## src/rtl/lht_update_ctrl.sv

```systemverilog
// Local history table write sequencer: post-reset zero sweep, then one shift-in update per resolved branch.
// Latency: resolution accept -> update presented on the next cycle; sweep issues one clear per accepted cycle.
// Backpressure: upd_ready_i stalls the output register; a stalled register blocks res_ready_o, a full queue blocks pred_ready_o.
module lht_update_ctrl #(
    parameter int IDX_W = 10,
    parameter int DEPTH = 8
) (
    input  logic                     clk_i,
    input  logic                     rst_i,
    input  logic                     pred_valid_i,
    input  logic [31:0]              pred_pc_i,
    output logic                     pred_ready_o,
    input  logic                     res_valid_i,
    input  logic                     res_taken_i,
    output logic                     res_ready_o,
    output logic                     res_err_o,
    input  logic                     flush_i,
    output logic                     upd_valid_o,
    output logic [IDX_W-1:0]         upd_idx_o,
    output logic                     upd_taken_o,
    output logic                     upd_clear_o,
    input  logic                     upd_ready_i,
    output logic                     busy_init_o,
    output logic [$clog2(DEPTH):0]   count_o
);

    localparam int PTR_W = $clog2(DEPTH);
    localparam int CNT_W = PTR_W + 1;

    localparam logic [0:0] ST_INIT = 1'b0;
    localparam logic [0:0] ST_RUN  = 1'b1;

    logic [0:0]       state_q, state_d;
    logic [IDX_W-1:0] init_idx_q, init_idx_d;
    logic [PTR_W-1:0] wr_ptr_q, wr_ptr_d;
    logic [PTR_W-1:0] rd_ptr_q, rd_ptr_d;
    logic [CNT_W-1:0] count_q, count_d;
    logic             or_vld_q, or_vld_d;
    logic [IDX_W-1:0] or_idx_q, or_idx_d;
    logic             or_taken_q, or_taken_d;
    logic             res_err_q, res_err_d;

    logic [IDX_W-1:0] mem_q [DEPTH];

    logic run;
    logic push;
    logic pop;
    logic flush_run;

    // Only the low PC bits index the table; the rest are deliberately dropped.
    logic unused_pc_hi;
    assign unused_pc_hi = ^pred_pc_i[31:IDX_W];

    assign run       = (state_q == ST_RUN);
    assign flush_run = flush_i && run;

    // Ready signals look only at registered state, never at same-cycle pops.
    assign pred_ready_o = run && (count_q < CNT_W'(DEPTH));
    assign res_ready_o  = run && (count_q != '0) && (!or_vld_q || upd_ready_i);

    // A flush squashes a same-cycle push; a same-cycle pop still goes ahead.
    assign push = pred_valid_i && pred_ready_o && !flush_i;
    assign pop  = res_valid_i && res_ready_o;

    // During the sweep the update port carries clears of the sweep index.
    assign upd_valid_o = !run || or_vld_q;
    assign upd_clear_o = !run;
    assign upd_idx_o   = run ? or_idx_q : init_idx_q;
    assign upd_taken_o = run && or_taken_q;
    assign busy_init_o = !run;
    assign res_err_o   = res_err_q;
    assign count_o     = count_q;

    // Next-state: sweep sequencing in INIT, queue and output register in RUN.
    always_comb begin
        state_d    = state_q;
        init_idx_d = init_idx_q;
        wr_ptr_d   = wr_ptr_q;
        rd_ptr_d   = rd_ptr_q;
        count_d    = count_q;
        or_vld_d   = or_vld_q;
        or_idx_d   = or_idx_q;
        or_taken_d = or_taken_q;
        res_err_d  = run && res_valid_i && (count_q == '0);

        if (!run) begin
            if (upd_ready_i) begin
                if (&init_idx_q) begin
                    state_d = ST_RUN;
                end else begin
                    init_idx_d = init_idx_q + IDX_W'(1);
                end
            end
        end else begin
            if (push) begin
                wr_ptr_d = wr_ptr_q + PTR_W'(1);
            end

            if (flush_run) begin
                rd_ptr_d = wr_ptr_q;
                count_d  = '0;
            end else begin
                if (pop) begin
                    rd_ptr_d = rd_ptr_q + PTR_W'(1);
                end
                case ({push, pop})
                    2'b10:   count_d = count_q + CNT_W'(1);
                    2'b01:   count_d = count_q - CNT_W'(1);
                    default: count_d = count_q;
                endcase
            end

            // Output register: a new load wins over a drain in the same cycle.
            if (pop) begin
                or_vld_d   = 1'b1;
                or_idx_d   = mem_q[rd_ptr_q];
                or_taken_d = res_taken_i;
            end else if (or_vld_q && upd_ready_i) begin
                or_vld_d   = 1'b0;
            end
        end
    end

    // Control state; reset restarts the sweep and discards queue and output register.
    always_ff @(posedge clk_i or posedge rst_i) begin
        if (rst_i) begin
            state_q    <= ST_INIT;
            init_idx_q <= '0;
            wr_ptr_q   <= '0;
            rd_ptr_q   <= '0;
            count_q    <= '0;
            or_vld_q   <= 1'b0;
            or_idx_q   <= '0;
            or_taken_q <= 1'b0;
            res_err_q  <= 1'b0;
        end else begin
            state_q    <= state_d;
            init_idx_q <= init_idx_d;
            wr_ptr_q   <= wr_ptr_d;
            rd_ptr_q   <= rd_ptr_d;
            count_q    <= count_d;
            or_vld_q   <= or_vld_d;
            or_idx_q   <= or_idx_d;
            or_taken_q <= or_taken_d;
            res_err_q  <= res_err_d;
        end
    end

    // Queue storage holds only indices; entries are qualified by the pointers, so no reset.
    always_ff @(posedge clk_i) begin
        if (push) begin
            mem_q[wr_ptr_q] <= pred_pc_i[IDX_W-1:0];
        end
    end

endmodule

```

## config.mk

```make
export PLATFORM = sky130hd
export DESIGN_NAME = lht_update_ctrl
export DESIGN_NICKNAME = d
export VERILOG_FILES = /design/src/rtl/lht_update_ctrl.sv
export SDC_FILE = /design/constraint.sdc
export NUM_CORES = 1
export LEC_CHECK = 0
export ABC_CLOCK_PERIOD_IN_PS = 2390
export BUFFER_PORTS_ARGS = -buffer_cell sky130_fd_sc_hd__buf_2
export CAP_MARGIN = 20
export CORE_MARGIN = 4
export CORE_UTILIZATION = 45
export DETAILED_ROUTE_END_ITERATION = 10
export PLACE_DENSITY = 0.65
export SYNTH_ARGS = -nofsm -noshare
export SYNTH_HDL_FRONTEND = slang
export SYNTH_SLANG_ARGS = --single-unit
```

## constraint.sdc

```tcl
create_clock -name clk_i -period 2.39 [get_ports clk_i]
set_clock_uncertainty 0.15 [all_clocks]
set_input_delay 0.478 -clock clk_i [delete_from_list [all_inputs] [get_ports clk_i]]
set_output_delay 0.478 -clock clk_i [all_outputs]
set_load 0.005 [all_outputs]
```

# [Yosys cells after proc, flatten, opt, wreduce, memory -nomap -nowiden]
# Memory sizes are Yosys's and may differ from the RTL's. A register that Yosys moved wholly into a read port is not among the register bits.
# Cells that the tools add are included.
[totals] ff_bits=24 mem_bits_rw=80 in_bits=39 output_inout_bits=21 wordCells=59 mem_count=1
[classes] addsub=5 n_lt_le_gt_ge=1 n_eq_ne=2 mux=12 bitwise_logic=2 reduce_logical=28
[mem_list] memory="mem_q" depth=8 width=10 rd=1 rd_clocked_by_memory_dff=1 wr=1 line="43" source="logic [IDX_W-1:0] mem_q [DEPTH];"
[op_table] operator="$logic_and A1 B1 Y1" n=11
[op_table] operator="$add A10 B1 Y10 const B" n=1
[op_table] operator="$mux W10" n=1
[op_table] operator="$reduce_and A10 Y1" n=1
[op_table] operator="$reduce_and A2 Y1" n=5
[op_table] operator="$pmux W4 S2" n=1
[op_table] operator="$mux W1" n=7
[op_table] operator="$add A3 B1 Y3 const B" n=2
[op_table] operator="$mux W3" n=2
[op_table] operator="$add A4 B1 Y4 const B" n=1
[op_table] operator="$logic_not A4 Y1" n=1
[op_table] operator="$lt A4 B4 Y1 const B" n=1
[op_table] operator="$mux W4" n=1
[op_table] operator="$reduce_bool A2 Y1" n=2
[op_table] operator="$reduce_bool A4 Y1" n=1
[op_table] operator="$sub A4 B1 Y4 const B" n=1
[op_table] operator="$logic_not A1 Y1" n=3
[op_table] operator="$reduce_and A3 Y1" n=1
[op_table] operator="$reduce_bool A3 Y1" n=1
[op_table] operator="$eq A2 B1 Y1 const B" n=1
[op_table] operator="$eq A2 B2 Y1 const B" n=1
[op_table] operator="$logic_or A1 B1 Y1" n=2
[op_table] operator="$not A1 Y1" n=2

# [Depth between registers and ports, before layout]
# Gate-level depths: netlist (run 1).
[logic_depth] word_depth=7 ltp_mapped=11 mapped_depth_nobuf=9

# [Worst setup path after synthesis (run 1)]
# OpenSTA, ideal clock, no wires.
[synth_path] kind="reg-to-reg" start="reg count_q[3] (netlist: count_o[3])" end="mem mem_q[0][0] (enable)" setup_ps=390 arrival_time_ps=1895 required_ps=1850 slack_ps=-45 path_stages_with_launch=6 path_buffers=1 cell_sequence="dfrtp_1 > nor2b_2 > and3b_1 > clkbuf_1 > nand2b_1 > nor3_1"
[synth_via] elab_chain_cells=6
[synth_rtl] item="start: declaration" line="37" source="logic [CNT_W-1:0] count_q, count_d;"
[synth_rtl] item="start signal: assignment" line="141" source="count_q <= count_d;"
[synth_rtl] item="$lt A4 B4 Y1" line="58" source="assign pred_ready_o = run && (count_q < CNT_W'(DEPTH));"
[synth_rtl] item="$logic_and A1 B1 Y1" line="58"
[synth_rtl] item="named net pred_ready_o" line="12" source="output logic pred_ready_o,"
[synth_rtl] item="$logic_and A1 B1 Y1 (2 in a row)" line="62" source="assign push = pred_valid_i && pred_ready_o && !flush_i;"
[synth_rtl] item="$mux W1" line="151" source="if (push) begin"
[synth_rtl] item="$mux W1 (not written as such)" line="152" source="mem_q[wr_ptr_q] <= pred_pc_i[IDX_W-1:0];"
[synth_rtl] item="end: declaration" line="43"
# The timed path passes the listed nets, and every way through them passes these cells.

# [Worst setup path after layout (run 1)]
[layout_path] start="reg state_q (netlist: run)" end="out upd_idx_o[8]"
[layout_via] elab_chain_cells=1
[layout_rtl] item="start: declaration" line="33" source="logic [0:0] state_q, state_d;"
[layout_rtl] item="start signal: assignment" line="137" source="state_q <= state_d;"
[layout_rtl] item="$mux W10" line="68" source="assign upd_idx_o = run ? or_idx_q : init_idx_q;"
[layout_rtl] item="end: declaration" line="19" source="output logic [IDX_W-1:0] upd_idx_o,"
# Every way passes these cells.

==> qor.yml, run 1 <==
run_status:
  status: "finished, final reports clean"
clocking:
  clk_pin_slew_ns: 0.05
  h-tree-depth: 4
  cts_inserted_buffers: 17
  clock_latency_ns: 0.50
  clock-sinks: 114
  post-cts-setup-buffers: 0
  cts_tree: "done"
  clockRootBuffer: "clkbuf_8"
  cts_buffer_depth: 2
layout:
  multi_input_area_um2: 1524
  fill_cells: 828
  num_antenna_cells: 0
  areaGrowthSynthToFinish_pct: 22.77
  layout.nets: 422
  utilization: 0.5706
  drive_gt1_frac: 0.3350
  final-seq-area_um2: 3253
floorplanning:
  io_pins: 60
  core_area_um2: 10420
  die-area_um2: 12480
  fp-row-count: 37
  initial_core_util: 0.4647
  die_w_um: 111.7
  die_h_um: 111.7
sta:
  fmax_mhz: 439.3
  tightest_slew_ns: 0.6899
  post-route-period-util: 0.9525
  setup_viol: 0
  slew_headroom: 0.5401
  tns_ns: 0
  report.final.slew_viol_count: 0
  worst_slack_ns: 0.1135
  fin_crit_ns: 2.276
  finalHoldViolations: 0
  rsz0062_at_grt: "no"
hold_path:
  hold_class: "in2reg"
power_and_ir_drop:
  internal_power_mw: 4.988
  finalPower_mw: 7.027
  cellLeakagePower_nw: 2.328
  switchingPower_mw: 2.039
  power_frac_comb: 0.270
  clkPwrFrac: 0.357
  swShare: 0.2901
  powerDensity_nw_per_um2: 1182
  seq_power_share: 0.372
  worst_ir_drop_vdd_mv: 0.6689
route:
  drt_iter0_markers: 161
  first_pass_iters: 4
  wl_per_cell_um: 17.35
  vias: 2767
  wl_um: 9146
  drc: 0
  ant_nets: 0
  via_per_inst: 5.250
grt:
  grt_usage: 0.1543
  antenna_found_initial: 1
  grt_pass1_wl_um: 14770
  overflow: 0
  grt_max_degree: 35
  grt_pass1_vias: 2745
synth:
  synth_area_um2: 4841
  ys_seq_elements: 114
  synth_cells: 313
  yosysWarnings: 0
  synth_ff_type: "edfxtp_1"
  yosys.area.top_type: "edfxtp_1"
  synth-async-reset-ratio: 0.2982
  synth_top_area_frac: 0.4963
  synth_fp_nets: 357
  syn_avg_cell_area_um2: 15.47
  synth_edf_count: 80
  ys_seq_area_frac: 0.6720
  synthTopCellsByArea: "edfxtp_1 (50%), dfrtp_1 (18%), mux4_2 (9.3%)"
  synthDistinctLibCells: 44
worst_setup_path:
  critical_path.max_stage_delay_ns: 0.44
  path_class: "reg2out"
  slowest_stage: "dfrtp_1"
  path_cells: "buf_6 > mux2_2 > buf_2"
  path_max_fanout: 16
  crit_arrival_ns: 1.65
  crit_path_start_kind: "flop"
  required_ns: 1.76
  crit_path_end_kind: "output pin"
place:
  globalplace.congestion: 0.7733
  pre_cts_ws_ns: -0.002991
  dp_hpwl_um: 5683
  port-buffer-count: 37
flow_run:
  max_cap_violations: 0
[cells in the mapped netlist (all sizes together), types with 2 or more instances]
cell type	count
a31oi	2
and2	2
buf	6
clkbuf	8
dfrtp	34
edfxtp	80
ha	5
inv	6
mux2	13
mux2i	11
mux4	20
nand2	35
nand2b	6
nand3	5
nor2	16
nor2b	3
nor3	8
nor4	2
o21a	2
o21ai	18
or3	2
xnor2	6
xor2	9
[cell usage in the layout, fill, tap and decap left out, types with 3 or more instances in the layout]
| master | count |
|---|---|
| edfxtp_1 | 80 |
| buf_2 | 37 |
| nand2_1 | 35 |
| dfrtp_1 | 34 |
| mux4_2 | 20 |
| buf_4 | 20 |
| clkbuf_16 | 16 |
| nor2_1 | 15 |
| o21ai_0 | 15 |
| mux2_2 | 13 |
| mux2i_1 | 11 |
| xor2_1 | 8 |
| nor3_1 | 6 |
| xnor2_1 | 6 |
| inv_1 | 6 |
| nand2b_1 | 6 |
| nand3_1 | 5 |
| ha_1 | 4 |
| clkinv_4 | 4 |
| inv_6 | 4 |
| bufinv_16 | 3 |
[critical path, delay by kind of cell (launching register included)]
| kind | cells | cell delay, ns |
|---|---|---|
| DFF | 1 | 0.44 |
| buffers and inverters | 2 | 0.35 |
| muxes | 1 | 0.35 |
[power by group through the flow]
stage	clock network, mW	registers, mW	logic (mW)
2_1_floorplan	0	2.59	1.33
3_3_place_gp	0	2.64	1.86
3_5_place_dp	0	2.65	1.90
4_1_cts	2.55	2.62	1.91
5_1_grt	2.65	2.65	2.12
6_report	2.51	2.62	1.90
[path summary, 6_finish.rpt]
check	from	end	slack [ns]	cells after the start
max	run	upd_idx_o[8]	0.11	3
min reg2reg	or_idx_q[7]	or_idx_q[7]	0.33	2
max in group asynchronous	rst_i	wr_ptr_q[1]	1.32	4
min	res_taken_i	or_taken_q	0.04	3
max reg2reg	or_vld_q	count_o[2]	0.17	10
min in group asynchronous	rst_i	count_o[3]	0.46	4
[state kept, by name, summed over array words and instances, names as in the netlist]
| signal | count |
|---|---|
| or_idx_q | 10 |
| wr_ptr_q | 3 |
| init_idx_q | 10 |
| rd_ptr_q | 3 |
| run | 1 |
| count_o | 4 |
| or_taken_q | 1 |
| res_err_o | 1 |
| mem_q | 80 |
| or_vld_q | 1 |
[routing by layer]
| metal | part of all wire | global-route usage |
|---|---|---|
| met5 | 0.0014 | 0 |
| met4 | 0.0080 | 0.04298 |
| met3 | 0.060 | 0.05109 |
| met2 | 0.47 | 0.2366 |
| met1 | 0.46 | 0.2128 |
[kinds of logic (layout without fill, tap and decap cells)]
kind of cell	after synthesis	in the layout	share of synthesized area
xor+xnor	15	15	0.02714
fa+ha+maj	5	5	0.01292
buf+inv	20	98	0.01887
mux	44	44	0.1460
flops	114	114	0.6720
compound gates	29	29	0.03593
simple gates	86	86	0.08711
[through the flow]
step | hold WS (ns) | std cells | area (um^2)
3_3_place_gp | 0.3110 | 494 | 5315
3_5_place_dp | 0.3216 | 494 | 5315
2_1_floorplan | 0.2880 | 313 | 4851
6_report | 0.03571 | 527 | 5943
4_1_cts | 0.004386 | 527 | 5922
5_1_grt | 0.03148 | 527 | 5943
[layout make-up]
type,instances,share of cell area
clock buffer,18,0.07032
clock inverter,14,0.03011
timing repair buffer,60,0.06337
tap,136,0.02863
multi-input combinational,179,0.2564
sequential,114,0.5474
inverter,6,0.003789
[what timing repair did]
item / in CTS / in global routing
hold endpoints to repair: 34 / 0
setup endpoints to repair: 0 / 7
resized for setup: 0 / 6
hold buffers: 1 / 0
No activity file was read; power rests on OpenSTA's default activity.
==> run 2: changes to the inputs <==
Settings changed: BUFFER_PORTS_ARGS -buffer_cell sky130_fd_sc_hd__buf_2 to -buffer_cell sky130_fd_sc_hd__buf_4, GPL_TIMING_DRIVEN from default to 0.
==> run 2 against run 1 <==
Setup slack got worse by 0.049 ns; maximum frequency is 2.1% lower; critical path depth is 2 higher; combinational power grew 13%; non-clock buffer count increased by 5; cell count rose by 0.95%; via count up 1.2%; sequential share of layout area shrank 2.2 points; highest routed layer is now met4.
==> qor.yml, run 2 (same netlist as run 1, synthesis figures left out) <==
place:
  dp_hpwl_um: 6198  # was 5683 um
  globalplace.congestion: 0.8041  # was 0.7733
  port-buffer-count: 37  # unchanged
  pre_cts_ws_ns: -0.4291  # was -0.002991 ns
  place_inst: 487  # was 494
power_and_ir_drop:
  worst_ir_drop_vdd_mv: 0.6444  # was 0.6689 mV
  clkPwrFrac: 0.334  # was 0.357
  swShare: 0.3006  # was 0.2901
  internal_power_mw: 5.017  # was 4.988 mW
  power_frac_comb: 0.299  # was 0.270
  cellLeakagePower_nw: 2.370  # was 2.328 nW
  seq_power_share: 0.367  # was 0.372
  switchingPower_mw: 2.156  # was 2.039 mW
  powerDensity_nw_per_um2: 1157  # was 1182 nW/um^2
floorplanning:
  die-area_um2: 12480  # unchanged
  fp-row-count: 37  # unchanged
  io_pins: 60  # unchanged
  die_h_um: 111.7  # unchanged
  initial_core_util: 0.4647  # unchanged
  die_w_um: 111.7  # unchanged
  core_area_um2: 10420  # unchanged
clocking:
  h-tree-depth: 4  # unchanged
  cts_tree: "done"  # unchanged
  clockRootBuffer: "clkbuf_8"  # unchanged
  clock-sinks: 114  # unchanged
  cts_inserted_buffers: 17  # unchanged
  clk_pin_slew_ns: 0.06  # was 0.05 ns
  clock_latency_ns: 0.51  # was 0.50 ns
  cts_buffer_depth: 2  # unchanged
layout:
  largest_register: "mem_q"  # unchanged
  fill_cells: 774  # was 828
  drive_gt1_frac: 0.3662  # was 0.3350
  largest_reg_flops: 80  # unchanged
  reg.largest.list: "mem_q x80, init_idx_q x10, or_idx_q x10"  # unchanged
  final_cells: 532  # was 527
  num_antenna_cells: 0  # unchanged
  areaGrowthSynthToFinish_pct: 28.07  # was 22.77%
  final_common_cell: "edfxtp_1"  # unchanged
  layout.nets: 427  # was 422
  most-common-layout-cells: "edfxtp_1 (80), buf_4 (47), nand2_1 (35), dfrtp_1 (31), mux4_2 (20)"  # was edfxtp_1 (80), buf_2 (37), nand2_1 (35), dfrtp_1 (34)
worst_setup_path:
  crit_path_end_kind: "output pin"  # unchanged
  crit_arrival_ns: 1.70  # was 1.65 ns
  critPathTopFamily: "buffers and inverters"  # was flip-flops
  crit_buf_inv: 3  # was 2
  required_ns: 1.76  # about the same
  path_class: "reg2out"  # unchanged
  worstReg2RegStart: "count_o[1]"  # was or_vld_q
  crit_path_start: "count_o[1]"  # was run
  path_max_fanout: 8  # was 16
  crit_path_start_kind: "flop"  # unchanged
  path_cells: "buf_6 > nor4_4 > buf_4 > nor3_2 > buf_4"  # was buf_6 > mux2_2 > buf_2
  slowest_stage: "dfrtp_1"  # unchanged
  r2r_end: "count_o[3]"  # was count_o[2]
  critical_path.max_stage_delay_ns: 0.38  # was 0.44 ns
  ff2ff_path_depth: 10  # unchanged
  reg2reg_slack_ns: 0.09  # was 0.17 ns
  cpMostUsedCell: "buf_4"
sta:
  setup_viol: 0  # unchanged
  rsz0062_at_grt: "yes"  # was no
  finalHoldViolations: 0  # unchanged
  fmax_mhz: 430.0  # was 439.3 MHz
  slew_headroom: 0.4212  # was 0.5401
  post-route-period-util: 0.9731  # was 0.9525
  report.final.slew_viol_count: 0  # unchanged
  worst_slack_ns: 0.06431  # was 0.1135 ns
  fin_crit_ns: 2.326  # was 2.276 ns
  tightest_slew_ns: 0.8683  # was 0.6899 ns
flow_run:
  max_cap_violations: 0  # unchanged
grt:
  grt_max_degree: 19  # was 35
  grt_pass1_wl_um: 15750  # was 14770 um
  grt_pass1_vias: 2942  # was 2745
  overflow: 0  # unchanged
  grt_usage: 0.1644  # was 0.1543
  antenna_found_initial: 0  # was 1
run_status:
  status: "finished, final reports clean"  # unchanged
route:
  ant_nets: 0  # unchanged
  wl_per_cell_um: 18.15  # was 17.35 um
  drc: 0  # unchanged
  wl_um: 9658  # was 9146 um
  vias: 2800  # was 2767
  first_pass_iters: 4  # unchanged
  drt_iter0_markers: 176  # was 161
  via_per_inst: 5.263  # was 5.250
hold_path:
  holdPathEnd: "or_taken_q"  # unchanged
  min-delay-start: "res_taken_i"  # unchanged
  hold_depth: 3  # unchanged
  hold_class: "in2reg"  # unchanged
==> run 2: changes by cell type in the layout (fill, tap and decap cells not counted), moves of 4 or more <==
cell,delta
buf_12,+4
nor2_1,-6
nor2_4,+7
buf_2,-34
buf_4,+27
==> run 2: worst max-delay path by stage <==
stage	end	slack [ns]	depth (start not counted)
CTS	mem_q[5][5]	-0.08	4
detailed placement	mem_q[4][2]	-0.43	5
global route	count_o[3]	-0.08	10
finish	res_ready_o	0.06	5
global placement	mem_q[4][9]	-0.37	5
floorplan	count_o[3]	0.06	10
==> run 2: per-stage QoR <==
stage	setup TNS (ns)	instance area (um^2)	total power [mW]	hold slack [ns]	util
6_report	0	6200	7.173	0.03434	0.5952
5_1_grt	-0.1284	6200	7.596	0.03891	0.5952
4_1_cts	-3.160	6001	7.088	0.009020	0.5761
3_5_place_dp	-30.20	5326	4.583	0.3143	0.5114
3_3_place_gp	-24.49	5299	4.527	0.3116	0.5087
2_1_floorplan	0	4851	3.911	0.2880	-
==> run 2: power by group through the flow <==
stage,registers (mW),clock network [mW],logic [mW]
2_1_floorplan,2.59,0,1.33
6_report,2.63,2.40,2.14
3_3_place_gp,2.64,0,1.89
5_1_grt,2.67,2.55,2.38
4_1_cts,2.63,2.44,2.03
3_5_place_dp,2.65,0,1.93
==> run 2: metal layers <==
layer | wire (um) | GRT usage
met5 | 0 | 0
met4 | 78 | 0.05109
met3 | 489 | 0.04674
met2 | 4786 | 0.2674
met1 | 4303 | 0.2155
==> run 2: area by class of cell <==
| cell class | instances | area (um^2) | share of cell area |
|---|---|---|---|
| Clock inverter | 15 | 156.4 | 0.02523 |
| Sequential cell | 114 | 3257 | 0.5253 |
| Multi-Input combinational cell | 179 | 1608 | 0.2593 |
| Buffer | 13 | 96.34 | 0.01554 |
| Tap cell | 136 | 170.2 | 0.02745 |
| Inverter | 6 | 22.52 | 0.003633 |
| Timing Repair Buffer | 52 | 475.5 | 0.07669 |
| Clock buffer | 17 | 414.1 | 0.06680 |
==> run 2: tightest hold or removal path, stage by stage <==
cell,delay (ns)
buf_4,0.08
nand2_1,0.04
nand2_1,0.05
==> run 2: what timing repair did <==
action	in CTS	in global routing
pin swaps	3	13
gates cloned	0	0
hold buffers	1	0
hold endpoints to repair	17	0
gates resized for setup	17	22
endpoints found under the setup margin	96	67
buffers inserted	6	7
==> run 3: changes to the inputs <==
--- a/constraint.sdc
+++ b/constraint.sdc
@@ -3,3 +3,3 @@
 set_input_delay 0.478 -clock clk_i [delete_from_list [all_inputs] [get_ports clk_i]]
 set_output_delay 0.478 -clock clk_i [all_outputs]
-set_load 0.005 [all_outputs]
+set_load 0.02 [all_outputs]
==> run 3 against run 2 <==
Routed wire length fell by 2.4%; global-route usage fell by 0.45 points; first-iteration DRC count fell by 18%; core utilization fell by 0.24 points; setup slack got worse by 0.051 ns; power rose by 2.6%; highest routed layer unchanged.
==> qor.yml, run 3 (same netlist as run 1, synthesis figures left out) <==
place:
  place_inst: 487  # unchanged
  port-buffer-count: 37  # unchanged
  dp_hpwl_um: 5832  # was 6198 um
  pre_cts_ws_ns: -0.4036  # was -0.4291 ns
  globalplace.congestion: 0.7534  # was 0.8041
sta:
  rsz0062_at_grt: "yes"  # unchanged
  finalHoldViolations: 0  # unchanged
  fin_crit_ns: 2.376  # was 2.326 ns
  tns_ns: 0  # unchanged
  slew_headroom: 0.4549  # was 0.4212
  post-route-period-util: 0.9942  # was 0.9731
  tightest_slew_ns: 0.8176  # was 0.8683 ns
  setup_viol: 0  # unchanged
  worst_slack_ns: 0.01377  # was 0.06431 ns
  fmax_mhz: 420.8  # was 430.0 MHz
  report.final.slew_viol_count: 0  # unchanged
worst_setup_path:
  crit_path_start_kind: "flop"  # unchanged
  ff2ff_path_depth: 4  # was 10
  r2r_end: "mem_q[7][7]"  # was count_o[3]
  path_max_fanout: 10  # was 8
  crit_path_end_kind: "flop"  # was output pin
  reg2reg_slack_ns: 0.01  # was 0.09 ns
  worstReg2RegStart: "count_o[3]"  # was count_o[1]
  crit_arrival_ns: 2.36  # was 1.70 ns
  path_class: "reg2reg"  # was reg2out
  required_ns: 2.37  # was 1.76 ns
  crit_path_start: "count_o[3]"  # was count_o[1]
  crit_end: "mem_q[7][7]"  # was res_ready_o
route:
  drc: 0  # unchanged
  vias: 2773  # was 2800
  wl_um: 9422  # was 9658 um
  first_pass_iters: 4  # unchanged
  drt_iter0_markers: 144  # was 176
  wl_per_cell_um: 17.68  # was 18.15 um
  ant_nets: 0  # unchanged
  via_per_inst: 5.203  # was 5.263
clocking:
  cts_buffer_depth: 2  # unchanged
  cts_tree: "done"  # unchanged
  h-tree-depth: 4  # unchanged
  clock-sinks: 114  # unchanged
  clk_pin_slew_ns: 0.05  # was 0.06 ns
  cts_inserted_buffers: 17  # unchanged
  clock_latency_ns: 0.50  # was 0.51 ns
  clockRootBuffer: "clkbuf_8"  # unchanged
grt:
  grt_usage: 0.1599  # was 0.1644
  antenna_found_initial: 0  # unchanged
  grt_pass1_vias: 2825  # was 2942
  grt_max_degree: 19  # unchanged
  grt_pass1_wl_um: 15080  # was 15750 um
  overflow: 0  # unchanged
hold_path:
  hold_class: "in2reg"  # unchanged
floorplanning:
  die-area_um2: 12480  # unchanged
  die_h_um: 111.7  # unchanged
  initial_core_util: 0.4647  # unchanged
  core_area_um2: 10420  # unchanged
  fp-row-count: 37  # unchanged
  io_pins: 60  # unchanged
  die_w_um: 111.7  # unchanged
layout:
  num_antenna_cells: 0  # unchanged
  areaGrowthSynthToFinish_pct: 27.55  # was 28.07%
  largest_register: "mem_q"  # unchanged
  reg.largest.list: "mem_q x80, init_idx_q x10, or_idx_q x10"  # unchanged
  drive_gt1_frac: 0.3552  # was 0.3662
  most-common-layout-cells: "edfxtp_1 (80), buf_4 (49), nand2_1 (35), dfrtp_1 (30), mux4_2 (20)"  # was edfxtp_1 (80), buf_4 (47), nand2_1 (35), dfrtp_1 (31), mux4_2 (20)
  largest_reg_flops: 80  # unchanged
  layout.nets: 429  # was 427
  final_cells: 533  # was 532
  final_common_cell: "edfxtp_1"  # unchanged
power_and_ir_drop:
  finalPower_mw: 7.359  # was 7.173 mW
  cellLeakagePower_nw: 2.392  # was 2.370 nW
  powerDensity_nw_per_um2: 1192  # was 1157 nW/um^2
  worst_ir_drop_vdd_mv: 0.6340  # was 0.6444 mV
run_status:
  status: "finished, final reports clean"  # unchanged
flow_run:
  max_cap_violations: 0  # unchanged
==> run 3: what timing repair did <==
action / in CTS / in global routing
hold buffers: 1 / 0
gates resized for setup: 18 / 20
hold endpoints to repair: 17 / 0
gates cloned: 0 / 0
buffers inserted: 4 / 12
pin swaps: 1 / 10
setup endpoints to repair: 95 / 83
==> run 3: area by class of cell <==
cell class,count,area [um^2]
fill,788,4242
sequential,114,3258
multi-input combinational,179,1594
timing repair buffer,55,475.5
clock buffer,18,417.9
tap,136,170.2
clock inverter,13,143.9
buffer,12,92.59
inverter,6,22.52
==> run 3: critical path, cell delays in order (launching register included) <==
cell,delay (ns)
dfrtp_2,0.46
nor2b_4,0.17
and3b_1,0.38
nand2_1,0.24
nor2_2,0.61
==> run 3: through the flow <==
step	util	cell area [um^2]	hold WS, ns
global placement	0.5096	5308	0.3130
finish	0.5928	6175	0.03098
detailed placement	0.5122	5335	0.3201
global route	0.5928	6175	0.02219
floorplan	-	4860	0.2880
CTS	0.5783	6023	0.009970
==> run 3: worst min-delay path by stage <==
| stage | endpoint | start | cells past startpoint |
|---|---|---|---|
| final | or_taken_q | res_taken_i | 3 |
| after global routing | or_taken_q | res_taken_i | 3 |
| after CTS | or_taken_q | res_taken_i | 3 |
| after detailed placement | or_idx_q[0] | or_idx_q[0] | 2 |
| after global placement | or_idx_q[0] | or_idx_q[0] | 2 |
| after floorplan | or_taken_q | or_taken_q | 2 |
==> run 3: routing by layer <==
layer / GRT usage / wire length (um)
met5: 0 / 0
met4: 0.05596 / 107
met3: 0.04620 / 451
met2: 0.2630 / 4809
met1: 0.2036 / 4053
==> run 3: power breakdown <==
part           leakage, nW  internal, mW  switching [mW]
logic                0.965          1.16            1.19
clock network        0.270          1.56           0.829
registers             1.16          2.41           0.204
